File: config.mk
export PLATFORM = sky130hd
export DESIGN_NAME = enigma_rotor_sequencer
export DESIGN_NICKNAME = d
export VERILOG_FILES = /design/src/rtl/enigma_pkg.sv /design/src/rtl/rotor_step_counter.sv /design/src/rtl/enigma_rotor_sequencer.sv
export SDC_FILE = /design/constraint.sdc
export NUM_CORES = 1
export LEC_CHECK = 0
export ABC_AREA = 1
export ABC_CLOCK_PERIOD_IN_PS = 2100
export CORE_MARGIN = 2
export CORE_UTILIZATION = 55
export DETAILED_ROUTE_END_ITERATION = 10
export DONT_BUFFER_PORTS = 1
export GPL_ROUTABILITY_DRIVEN = 0
export PLACE_DENSITY = 0.7
export SLEW_MARGIN = 20
export SYNTH_ARGS = -nofsm -noshare
export SYNTH_HDL_FRONTEND = slang
export SYNTH_SLANG_ARGS = --single-unit
File: constraint.sdc
create_clock -name clk -period 2.1 [get_ports clk]
set_clock_uncertainty 0.2 [all_clocks]
set_input_delay 0.21 -clock clk [delete_from_list [all_inputs] [get_ports clk]]
set_output_delay 0.21 -clock clk [all_outputs]
set_load 0.01 [all_outputs]
File: src/rtl/enigma_pkg.sv
// Shared constants and state encoding for the Enigma rotor sequencer slice.
package enigma_pkg;

    localparam int ALPHABET     = 26;
    localparam int LETTER_W     = 5;
    localparam int PASSTHRU_MIN = ALPHABET;

    typedef enum logic [2:0] {
        ST_IDLE      = 3'd0,
        ST_STEP      = 3'd1,
        ST_DRIVE     = 3'd2,
        ST_WAIT_DONE = 3'd3,
        ST_OUTPUT    = 3'd4
    } seq_state_e;

    // Codes at or above PASSTHRU_MIN bypass the rotor untouched.
    function automatic logic is_passthru(input logic [LETTER_W-1:0] code);
        return ({{(32-LETTER_W){1'b0}}, code} >= PASSTHRU_MIN[31:0]);
    endfunction

endpackage

File: src/rtl/rotor_step_counter.sv
// Mod-ALPHABET rotor position register with synchronous load, step enable
// and a notch carry pulse, reusable for cascaded rotor stages.
module rotor_step_counter #(
    parameter int ALPHABET = 26,
    parameter int NOTCH    = 16,
    parameter int W        = 5
) (
    input  logic         clk,
    input  logic         rst_n,
    input  logic         load_i,
    input  logic [W-1:0] load_val_i,
    input  logic         step_i,
    output logic [W-1:0] position_o,
    output logic [W-1:0] next_pos_o,
    output logic         carry_o
);

    localparam logic [W-1:0] LAST_POS = W'(ALPHABET - 1);
    localparam logic [W-1:0] NOTCH_POS = W'(NOTCH);

    logic [W-1:0] pos_q;
    logic [W-1:0] pos_d;

    assign next_pos_o = (pos_q == LAST_POS) ? {W{1'b0}} : pos_q + {{(W-1){1'b0}}, 1'b1};
    assign position_o = pos_q;
    // Carry is tied to the step itself so it lasts exactly the stepping cycle.
    assign carry_o    = step_i & (pos_q == NOTCH_POS);

    // Next position: load wins over step.
    always_comb begin
        pos_d = pos_q;
        if (load_i) begin
            pos_d = load_val_i;
        end else if (step_i) begin
            pos_d = next_pos_o;
        end else begin
            pos_d = pos_q;
        end
    end

    // Position register.
    always_ff @(posedge clk or negedge rst_n) begin
        if (!rst_n) begin
            pos_q <= {W{1'b0}};
        end else begin
            pos_q <= pos_d;
        end
    end

endmodule

File: src/rtl/enigma_rotor_sequencer.sv
// Per-character controller: steps the rotor, drives the rotor0+reflector
// datapath, waits for done with a timeout and returns the result.
module enigma_rotor_sequencer
    import enigma_pkg::*;
#(
    parameter int ALPHABET       = enigma_pkg::ALPHABET,
    parameter int NOTCH          = 16,
    parameter int SETTLE_CYCLES  = 1,
    parameter int TIMEOUT_CYCLES = 15
) (
    input  logic                clk,
    input  logic                rst_n,
    input  logic                cfg_load,
    input  logic [LETTER_W-1:0] cfg_position,
    output logic                cfg_err,
    input  logic                in_valid,
    input  logic [LETTER_W-1:0] in_data,
    output logic                in_ready,
    output logic                out_valid,
    output logic [LETTER_W-1:0] out_data,
    output logic                out_err,
    input  logic                out_ready,
    output logic [LETTER_W-1:0] rot_data_in,
    output logic [LETTER_W-1:0] rot_position,
    input  logic [LETTER_W-1:0] rot_data_out,
    input  logic                rot_done,
    output logic                carry_out,
    output logic [LETTER_W-1:0] cur_position,
    output logic                busy
);

    localparam int SET_W = $clog2(SETTLE_CYCLES + 1);
    localparam int TMO_W = $clog2(TIMEOUT_CYCLES + 1);
    localparam logic [LETTER_W-1:0] ALPHA_L    = LETTER_W'(ALPHABET);
    localparam logic [SET_W-1:0]    SETTLE_END = SET_W'(SETTLE_CYCLES - 1);
    localparam logic [TMO_W-1:0]    TMO_END    = TMO_W'(TIMEOUT_CYCLES - 1);

    seq_state_e          state_q, state_d;
    logic [LETTER_W-1:0] char_q, char_d;
    logic [LETTER_W-1:0] out_data_q, out_data_d;
    logic                out_err_q, out_err_d;
    logic [LETTER_W-1:0] rot_data_q, rot_data_d;
    logic [LETTER_W-1:0] rot_pos_q, rot_pos_d;
    logic                cfg_err_q, cfg_err_d;
    logic [SET_W-1:0]    settle_q, settle_d;
    logic [TMO_W-1:0]    tmo_q, tmo_d;
    logic                rdy_en_q;
    logic                out_valid_q, busy_q;
    logic                in_ready_s, load_s, step_s;
    logic [LETTER_W-1:0] pos_s, next_pos_s;

    rotor_step_counter #(
        .ALPHABET (ALPHABET),
        .NOTCH    (NOTCH),
        .W        (LETTER_W)
    ) u_rotor (
        .clk        (clk),
        .rst_n      (rst_n),
        .load_i     (load_s),
        .load_val_i (cfg_position),
        .step_i     (step_s),
        .position_o (pos_s),
        .next_pos_o (next_pos_s),
        .carry_o    (carry_out)
    );

    // Next-state and datapath-control decode.
    always_comb begin
        state_d    = state_q;
        char_d     = char_q;
        out_data_d = out_data_q;
        out_err_d  = out_err_q;
        rot_data_d = rot_data_q;
        rot_pos_d  = rot_pos_q;
        cfg_err_d  = cfg_err_q;
        settle_d   = settle_q;
        tmo_d      = tmo_q;
        in_ready_s = 1'b0;
        load_s     = 1'b0;
        step_s     = 1'b0;
        case (state_q)
            ST_IDLE: begin
                in_ready_s = rdy_en_q & ~cfg_load;
                if (cfg_load) begin
                    if (cfg_position < ALPHA_L) begin
                        load_s    = 1'b1;
                        cfg_err_d = 1'b0;
                    end else begin
                        cfg_err_d = 1'b1;
                    end
                end else if (in_valid && rdy_en_q) begin
                    char_d  = in_data;
                    state_d = ST_STEP;
                end else begin
                    state_d = ST_IDLE;
                end
            end
            // char_q is first visible here, so the pass-through decision lives in STEP.
            ST_STEP: begin
                if (!is_passthru(char_q)) begin
                    step_s     = 1'b1;
                    rot_data_d = char_q;
                    rot_pos_d  = next_pos_s;
                    settle_d   = {SET_W{1'b0}};
                    state_d    = ST_DRIVE;
                end else begin
                    out_data_d = char_q;
                    out_err_d  = 1'b0;
                    state_d    = ST_OUTPUT;
                end
            end
            ST_DRIVE: begin
                if (settle_q == SETTLE_END) begin
                    tmo_d   = {TMO_W{1'b0}};
                    state_d = ST_WAIT_DONE;
                end else begin
                    settle_d = settle_q + {{(SET_W-1){1'b0}}, 1'b1};
                end
            end
            ST_WAIT_DONE: begin
                if (rot_done) begin
                    out_data_d = rot_data_out;
                    out_err_d  = 1'b0;
                    state_d    = ST_OUTPUT;
                end else if (tmo_q == TMO_END) begin
                    out_data_d = char_q;
                    out_err_d  = 1'b1;
                    state_d    = ST_OUTPUT;
                end else begin
                    tmo_d = tmo_q + {{(TMO_W-1){1'b0}}, 1'b1};
                end
            end
            ST_OUTPUT: begin
                if (out_ready) begin
                    state_d = ST_IDLE;
                end else begin
                    state_d = ST_OUTPUT;
                end
            end
            default: begin
                state_d = ST_IDLE;
            end
        endcase
    end

    // State and result registers; rdy_en_q holds in_ready low while in reset.
    always_ff @(posedge clk or negedge rst_n) begin
        if (!rst_n) begin
            state_q     <= ST_IDLE;
            char_q      <= {LETTER_W{1'b0}};
            out_data_q  <= {LETTER_W{1'b0}};
            out_err_q   <= 1'b0;
            rot_data_q  <= {LETTER_W{1'b0}};
            rot_pos_q   <= {LETTER_W{1'b0}};
            cfg_err_q   <= 1'b0;
            settle_q    <= {SET_W{1'b0}};
            tmo_q       <= {TMO_W{1'b0}};
            rdy_en_q    <= 1'b0;
            out_valid_q <= 1'b0;
            busy_q      <= 1'b0;
        end else begin
            state_q     <= state_d;
            char_q      <= char_d;
            out_data_q  <= out_data_d;
            out_err_q   <= out_err_d;
            rot_data_q  <= rot_data_d;
            rot_pos_q   <= rot_pos_d;
            cfg_err_q   <= cfg_err_d;
            settle_q    <= settle_d;
            tmo_q       <= tmo_d;
            rdy_en_q    <= 1'b1;
            out_valid_q <= (state_d == ST_OUTPUT);
            busy_q      <= (state_d != ST_IDLE);
        end
    end

    assign in_ready     = in_ready_s;
    assign out_valid    = out_valid_q;
    assign out_data     = out_data_q;
    assign out_err      = out_err_q;
    assign rot_data_in  = rot_data_q;
    assign rot_position = rot_pos_q;
    assign cfg_err      = cfg_err_q;
    assign cur_position = pos_s;
    assign busy         = busy_q;

endmodule

==> summary.txt, run 1 <==
H-Tree Depth = 2
layout cells sized above 1 = 13.1%
ANT cells = 0
fin crit period = 2.00 ns
Tightest Hold Check Type = input pin to register
status = finished clean
Post-DRT Antenna Nets = 0
final cycle utilization of the critical path = 95.1%
largest family of logic cells by synthesized area = simple AND/OR/NAND/NOR gates
ys async rst share = 100%
row count = 21
CTS Buf Count = 5
nets = 292
xor-xnor portion of the synthesized cell area = 0.929%
synth unique cells = 24
Max-Cap Viols = 0
compound-cell area share of the yosys netlist = 7.10%
Pwr Total = 3.12 mW
Max VDD drop = 945 uV
fillcell total = 270
worst path required time = 2.11 ns
setup violators final = 0
Remaining DRCs = 0
synthesized flop and latch total = 37
Mean Syn Cell Area = 8.02 um2
Post-synth EDFFs = 0
clk slew on worst S/H paths = 0.11 ns
Critical Path AT = 2.01 ns
Post-Route WL = 3870 um
P&R area growth vs syn = 21.8%
Pins Over Slew Limit = 0
Post-DP HPWL = 2700 um
WL/cell = 12.4 um
Post-Syn Instances = 235
syn_nets = 261
clk root buf = clkbuf_4
GRT Total Usage = 22.0%
starting density of the core = 57.0%
Seq/Total Area, Yosys = 49.1%
Finished Layout Cells = 313
R2R Setup Slk = 0.10 ns
yosys warns = 0
Primary FF master, synth = dfrtp_1
Max Freq = 501 MHz
post-place instance area = 1920 um2
Top-Level Pins = 47
Synth Area in Adders = 3.32%
Iteration-0 DRC Markers = 135
area of the die = 3910 um2
WHS = 0.0199 ns
cell count after placement = 279
remaining global-route overflow = 0
Pwr Density = 1360 nW/um2
Fin. Hold Viols = 0
DRT Pass-1 Iters = 4
cell area after synthesis = 1890 um2
CP Class = register to register
initial antenna violation count = 0
Synth Area in Simple Gates = 31.8%
Critical Path Fanout Max = 10
TritonCTS clock tree = done
post-route cell area = 2300 um2
Die Wd = 62.6 um
TritonCTS Sinks = 37
vias in the first global route = 1599
startpoint types = register
# Post-CTS Setup Buffers = 0
clock insertion delay at the later pin of the skew report = 0.32 ns
largest net degree at the start of global routing = 38
Port-buffer cells = 0
vias after detailed routing = 1551
CP Capture Type = register
core box area = 3310 um2
Leak Pwr = 1.21 nW
mux cell area share after synthesis = 0%
CTS max path bufs = 2
first-pass GRT wire length = 6860 um
Die Ht = 62.6 um
via/cell ratio = 4.96
==> what timing repair did <==
action | CTS | global route
hold endpoints to repair | 56 | 0
setup endpoints to repair | 0 | 6
hold buffers | 26 | 0
resized for setup | 0 | 6
==> synth_stat cells (2+ instances only) <==
cell type	count	area (um2)
o21ai_0	7	35.0
nor2_4	2	22.5
o21ai_2	7	61.3
nor2_1	24	90.1
ha_1	5	62.6
nand2_1	72	270
dfrtp_1	37	926
inv_2	4	15.0
nor3_1	3	15.0
nor2_2	4	25.0
a21oi_1	5	25.0
nand3_1	20	100
buf_6	2	22.5
nand2_2	4	25.0
inv_1	28	105
xor2_1	2	17.5
nand4_1	2	12.5
==> sequential cells by signal (all words and copies together) (netlist names) <==
signal	flops
u_rotor.position_o	5
tmo_q	4
cfg_err	1
rdy_en_q	1
out_data	5
state_q	3
busy	1
out_valid	1
rot_position	5
rot_data_in	5
out_err	1
char_q	5
==> power breakdown <==
| group | internal (mW) | total, mW | switching, mW | leakage [nW] |
|---|---|---|---|---|
| logic | 0.442 | 1.22 | 0.777 | 0.712 |
| registers | 1.03 | 1.40 | 0.373 | 0.452 |
| clock network | 0.284 | 0.506 | 0.222 | 0.0455 |
| total | 1.75 | 3.12 | 1.37 | 1.21 |
==> metrics by stage <==
stage / TNS, ns / utilization [%] / setup WS [ns]
final: 0 / 69.4 / 0.103
after detailed placement: 0 / 58.0 / 0.417
after floorplan: 0 / - / 0.626
after global placement: 0 / 58.0 / 0.446
after CTS: 0 / 68.7 / 0.0175
after global routing: -0.00679 / 69.4 / -0.00679
==> metal layers <==
metal	up-vias	GRT usage, %	wire length, um
met4	0	7.50	37
met1	712	27.4	1760
met2	39	37.2	1870
met5	-	0	0
met3	4	5.77	207
li1	796	-	-
==> path summary, 6_finish.rpt <==
| kind | start | endpoint | depth (start not counted) |
|---|---|---|---|
| min reg2reg | out_err | out_err | 2 |
| max in group asynchronous | rst_n | state_q[0] | 2 |
| max | state_q[0] | char_q[0] | 7 |
| min | in_valid | state_q[0] | 6 |
| max reg2reg | state_q[0] | char_q[0] | 7 |
| min in group asynchronous | rst_n | rot_data_in[0] | 2 |
==> logic make-up (layout without fill, tap and decap cells) <==
kind of cell    Yosys count  in the layout
compound gates           21             21
fa+ha+maj                 5              5
xor+xnor                  2              2
buf+inv                  34             66
other cells               1              1
flops                    37             37
simple gates            135            135
==> worst max-delay path, stage by stage (launching register included) <==
cell           delay [ns]
dfrtp_2              0.46
nor2_4               0.14
nand2_2              0.08
nor2_4               0.18
nand2_4              0.12
nor2_1               0.10
a21oi_1              0.04
dlygate4sd3_1        0.56
==> final cells by class <==
cell class | instances | area [um2] | area share (%)
clock buffers | 7 | 55.1 | 2.40
clock inverters | 1 | 30.0 | 1.31
inverters | 32 | 120 | 5.23
multi-input cells | 164 | 837 | 36.4
flip-flops and latches | 37 | 927 | 40.4
well taps | 46 | 57.6 | 2.51
repair buffers | 26 | 270 | 11.8
==> placed cells by master, fill, tap and decap left out, drive strengths merged, types with 4 or more instances in the layout <==
cell         instances
nand2               77
nand3               21
o21ai               15
dfrtp               37
inv                 32
nor3                 4
nor2                30
ha                   5
clkbuf               7
dlygate4sd3         25
a21oi                5
(Power assumes the default switching activity.)
==> run 2: changes to the inputs <==
Settings changed: CORE_MARGIN 2 to not set.
==> summary.txt, run 2 (synthesis gave the netlist of run 1 again) <==
fillcell total = 252
worst r2r dst = char_q[4]
Port-buffer cells = 0
CTS max path bufs = 2
Critical Path AT = 2.05 ns
Hold Path Origin = cfg_load
H-Tree Depth = 2
Pwr Density = 1330 nW/um2
Tightest Hold Check Type = input pin to register
startpoint types = register
commonest non-fill, non-tap cell in the layout = nand2_1
status = finished clean
clock insertion delay at the later pin of the skew report = 0.35 ns
Remaining DRCs = 0
via/cell ratio = 5.22
commonest cells after routing, fill and taps aside = nand2_1, dfrtp_1, inv_1
WHS = 0.0607 ns
setup violators final = 0
core box area = 3150 um2
Min-Delay Endpoint = u_rotor.position_o[2]
Post-DP HPWL = 2880 um
Post-Route WL = 4370 um
CTS Buf Count = 5
Die Wd = 60.6 um
Die Ht = 60.6 um
Max-Cap Viols = 0
Pins Over Slew Limit = 0
hold path depth = 4
TritonCTS Sinks = 37
Post-DRT Antenna Nets = 0
multi-input logic area = 843 um2
CP Class = register to register
total area of sequential cells = 928 um2
TritonCTS clock tree = done
area of the die = 3670 um2
Util after Layout = 72.8%
worst path required time = 2.14 ns
first-pass GRT wire length = 6980 um
P&R area growth vs syn = 21.7%
row count = 20
setup TNS = 0 ns
nets = 295
GRT Total Usage = 26.2%
WL/cell = 13.9 um
starting density of the core = 59.8%
Leak Pwr = 1.22 nW
post-route cell area = 2290 um2
pre-CTS WS = 0.419 ns
final cycle utilization of the critical path = 95.9%
Max VDD drop = 737 uV
fin crit period = 2.01 ns
post-place instance area = 1920 um2
Max Freq = 497 MHz
Iteration-0 DRC Markers = 78
Top-Level Pins = 47
layout cells sized above 1 = 14.8%
CP Capture Type = register
DRT Pass-1 Iters = 4
worst r2r src = state_q[0]
ANT cells = 0
clk root buf = clkbuf_4
R2R Setup Slk = 0.09 ns
remaining global-route overflow = 0
Critical Path Fanout Max = 10
largest net degree at the start of global routing = 38
vias after detailed routing = 1639
clk slew on worst S/H paths = 0.11 ns
initial antenna violation count = 0
R2R cell count = 7
final worst setup slack = 0.0870 ns
Fin. Hold Viols = 0
vias in the first global route = 1659
run 2: changes by cell type in the layout (fill, tap and decap cells not counted), sizes merged:
cell | before | now
clkinvlp | 0 | 1
bufinv | 1 | 0
buf | 1 | 4
clkinv | 0 | 2
clkbuf | 7 | 5
run 2: timing repair:
action / CTS / global route
buffers inserted: 0 / 3
endpoints found under the setup margin: 0 / 5
endpoints found under the hold margin: 56 / 0
gates resized for setup: 0 / 8
hold buffers: 26 / 0
run 2: layout make-up:
cell class              instances  share of cell area [%]
clock inverters                 3                   0.763
flip-flops and latches         37                    40.5
inverters                      32                    5.23
clock buffers                   5                    1.64
repair buffers                 29                    12.8
well taps                      44                    2.40
multi-input cells             164                    36.8
run 2: worst max-delay path by stage:
stage | from | endpoint | slack, ns | cells past startpoint
2_1_floorplan | state_q[2] | carry_out | 0.63 | 6
3_3_place_gp | state_q[2] | carry_out | 0.45 | 5
3_5_place_dp | state_q[2] | carry_out | 0.42 | 5
4_1_cts | state_q[2] | carry_out | 0.01 | 5
5_1_grt | state_q[0] | char_q[2] | -0.009 | 7
6_report | state_q[0] | char_q[4] | 0.09 | 7
run 2: report_power, final:
group          switching, mW  internal, mW
logic                  0.825         0.451
registers              0.373          1.03
clock network          0.252         0.126
total                   1.45          1.61
run 2: stage by stage:
step / power, mW / instances
6_report: 3.06 / 314
5_1_grt: 3.30 / 314
4_1_cts: 2.98 / 311
3_5_place_dp: 2.55 / 277
3_3_place_gp: 2.48 / 277
2_1_floorplan: 2.30 / 235
run 2: worst max-delay path, cell delays in order (launching register included):
cell and delay (ns):
dfrtp_2 0.46, nor2_4 0.14, nand2_2 0.09, nor2_4 0.18, nand2_4 0.11, nor2_1 0.11, dlygate4sd3_1 0.56, a21oi_1 0.05
run 2: per-layer routing:
metal  vias up  part of all wire (%)  track usage [%]
met5         -                     0                0
met4         0                   1.8             9.74
met3        10                   6.6             9.38
met2        56                    51             46.2
met1       777                    40             29.0
li1        796                     -                -
==> run 3: changes to the inputs <==
Settings changed: SYNTH_HIERARCHICAL set to 1.
==> summary.txt, run 3 <==
setup TNS = 0 ns
Synth top area share = 48.9%
yosys warns = 6
Util after Layout = 71.5%
TritonCTS Sinks = 37
Stages on worst setup path = 8
largest net degree at the start of global routing = 38
WHS = 0.0109 ns
H-Tree Depth = 2
multi-input logic area = 817 um2
cell area after synthesis = 1890 um2
Pwr Density = 1360 nW/um2
post-route cell area = 2250 um2
Post-DRT Antenna Nets = 0
Port-buffer cells = 0
delay-heaviest family, CP = simple AND/OR/NAND/NOR gates
fillcell total = 268
Comb power frac = 40.1%
vias in the first global route = 1567
Remaining DRCs = 0
cell count after placement = 277
starting density of the core = 60.0%
commonest non-fill, non-tap cell in the layout = nand2_1
post-place instance area = 1930 um2
internal power = 1.68 mW
CTS Buf Count = 5
DRT Pass-1 Iters = 4
TritonCTS clock tree = done
Iteration-0 DRC Markers = 146
GRT Total Usage = 24.8%
Post-DP HPWL = 2850 um
Top-Level Pins = 47
Mean Syn Cell Area = 8.12 um2
WL/cell = 13.1 um
total area of sequential cells = 927 um2
CP max stage cell = dfrtp_2
CTS max path bufs = 2
RSZ-0062 raised after global routing = false
Critical Path Fanout Max = 5
final cycle utilization of the critical path = 94.8%
Post-Route WL = 4030 um
Seq/Total Area, Yosys = 48.9%
synthesized flop and latch total = 37
setup violators final = 0
pre-CTS WS = 0.266 ns
Area contributors post-synth = dfrtp_1, nand2_1, nand3_1
remaining global-route overflow = 0
commonest cells in the synthesized netlist = nand2_1, dfrtp_1, inv_1
WP buf/inv = 3
Pwr Total = 3.08 mW
Leak Pwr = 1.20 nW
fin crit period = 1.99 ns
area of the die = 3680 um2
hold path depth = 4
most frequent cell after synthesis = nand2_1
Die Wd = 60.7 um
row count = 20
status = finished clean
Finished Layout Cells = 308
Post-Syn Instances = 233
Primary FF master, synth = dfrtp_1
Max Freq = 502 MHz
initial antenna violation count = 0
Switching Power = 1.39 mW
nets = 289
worst path required time = 1.69 ns
R2R cell count = 10
via/cell ratio = 5.34
slowest stage delay, CP = 0.44 ns
sw frac = 45.2%
Seq pwr share = 46.2%
commonest cells after routing, fill and taps aside = nand2_1, dfrtp_1, inv_1
clk root buf = clkbuf_4
CP Capture Type = output port
Pins Over Slew Limit = 0
final worst setup slack = 0.108 ns
Die Ht = 60.7 um
Max VDD drop = 888 uV
Max-Cap Viols = 0
Post-synth EDFFs = 0
worst path cell trace = inv_4, nand2_1, nor2_2, nand2_4, clkinvlp_4, nand3_2, nor3_2, buf_4
Clock power frac = 13.7%
ANT cells = 0
syn_nets = 259
Tightest Hold Check Type = input pin to register
synth unique cells = 23
startpoint types = register
core box area = 3150 um2
CP Class = register to output port
clock insertion delay at the later pin of the skew report = 0.34 ns
post-synth top area cell = dfrtp_1
Critical Path AT = 1.58 ns
Fin. Hold Viols = 0
vias after detailed routing = 1646
layout cells sized above 1 = 13.6%
P&R area growth vs syn = 19.2%
ys async rst share = 100%
first-pass GRT wire length = 6770 um
clk slew on worst S/H paths = 0.11 ns
run 3: changes by cell type in the layout (fill, tap and decap cells not counted), moves of 3 or more:
cell,change
nor2_1,-9
o21ai_1,+8
o21ai_2,-7
dlygate4sd3_1,-6
a22oi_1,+5
a21oi_1,-4
buf_4,+4
inv_2,-3
nand2_2,+3
nand3_1,+3
nor2_4,-3
run 3: worst register-to-register path: stages (launching register included):
cell and delay [ns]:
dfrtp_2 0.44, inv_4 0.07, nand2_1 0.06, nor2_2 0.15, nand2_4 0.07, clkinvlp_4 0.11
buf_4 0.13, inv_1 0.04, nor2_1 0.16, inv_1 0.11, o21ai_1 0.16
run 3: path summary, 6_finish.rpt:
check                      startpoint                     to  slack [ns]
min                          cfg_load              char_q[1]        0.01
max                        state_q[2]              carry_out        0.11
min in group asynchronous       rst_n            out_data[0]        0.11
max reg2reg                state_q[2]  u_rotor/position_o[0]        0.33
min reg2reg                  tmo_q[3]               tmo_q[3]        0.35
max in group asynchronous       rst_n             state_q[2]        1.40
run 3: power groups by stage:
stage	Clock (mW)	Combinational, mW	Sequential [mW]
floorplan	0	0.928	1.35
global placement	0	1.05	1.43
detailed placement	0	1.10	1.44
CTS	0.436	1.18	1.42
global route	0.480	1.41	1.47
finish	0.422	1.23	1.42
run 3: area by class of cell:
class | count | share of cell area [%]
inverter | 31 | 5.44
sequential | 37 | 41.1
clock buffer | 7 | 2.89
clock inverter | 1 | 0.222
multi-input combinational | 161 | 36.2
tap | 44 | 2.44
timing repair buffer | 27 | 11.7
run 3: what timing repair did:
item,in CTS,in global routing
buffers inserted,1,2
setup endpoints to repair,1,1
hold endpoints to repair,56,0
pin swaps,0,1
cloned,0,0
resized for setup,2,4
hold buffers,20,0
run 3: kinds of logic after synthesis:
group                      after synthesis  share of synthesized area, %
AOI/OAI and AO/OA                       23                          6.75
and+or+nand+nor                        131                          31.8
xor gates and xnor gates                 1                         0.463
buffers and inverters                   35                          8.53
adders and majority gates                5                          3.31
other                                    1                         0.198
DFF                                     37                          48.9
run 3: per-layer routing:
layer  GRT usage, %  part of all wire (%)  wire length [um]
met1           31.6                    42              1700
met2           40.7                    50              2030
met3           8.10                   6.4               258
met4           6.82                   1.0                41
met5              0                     0                 0
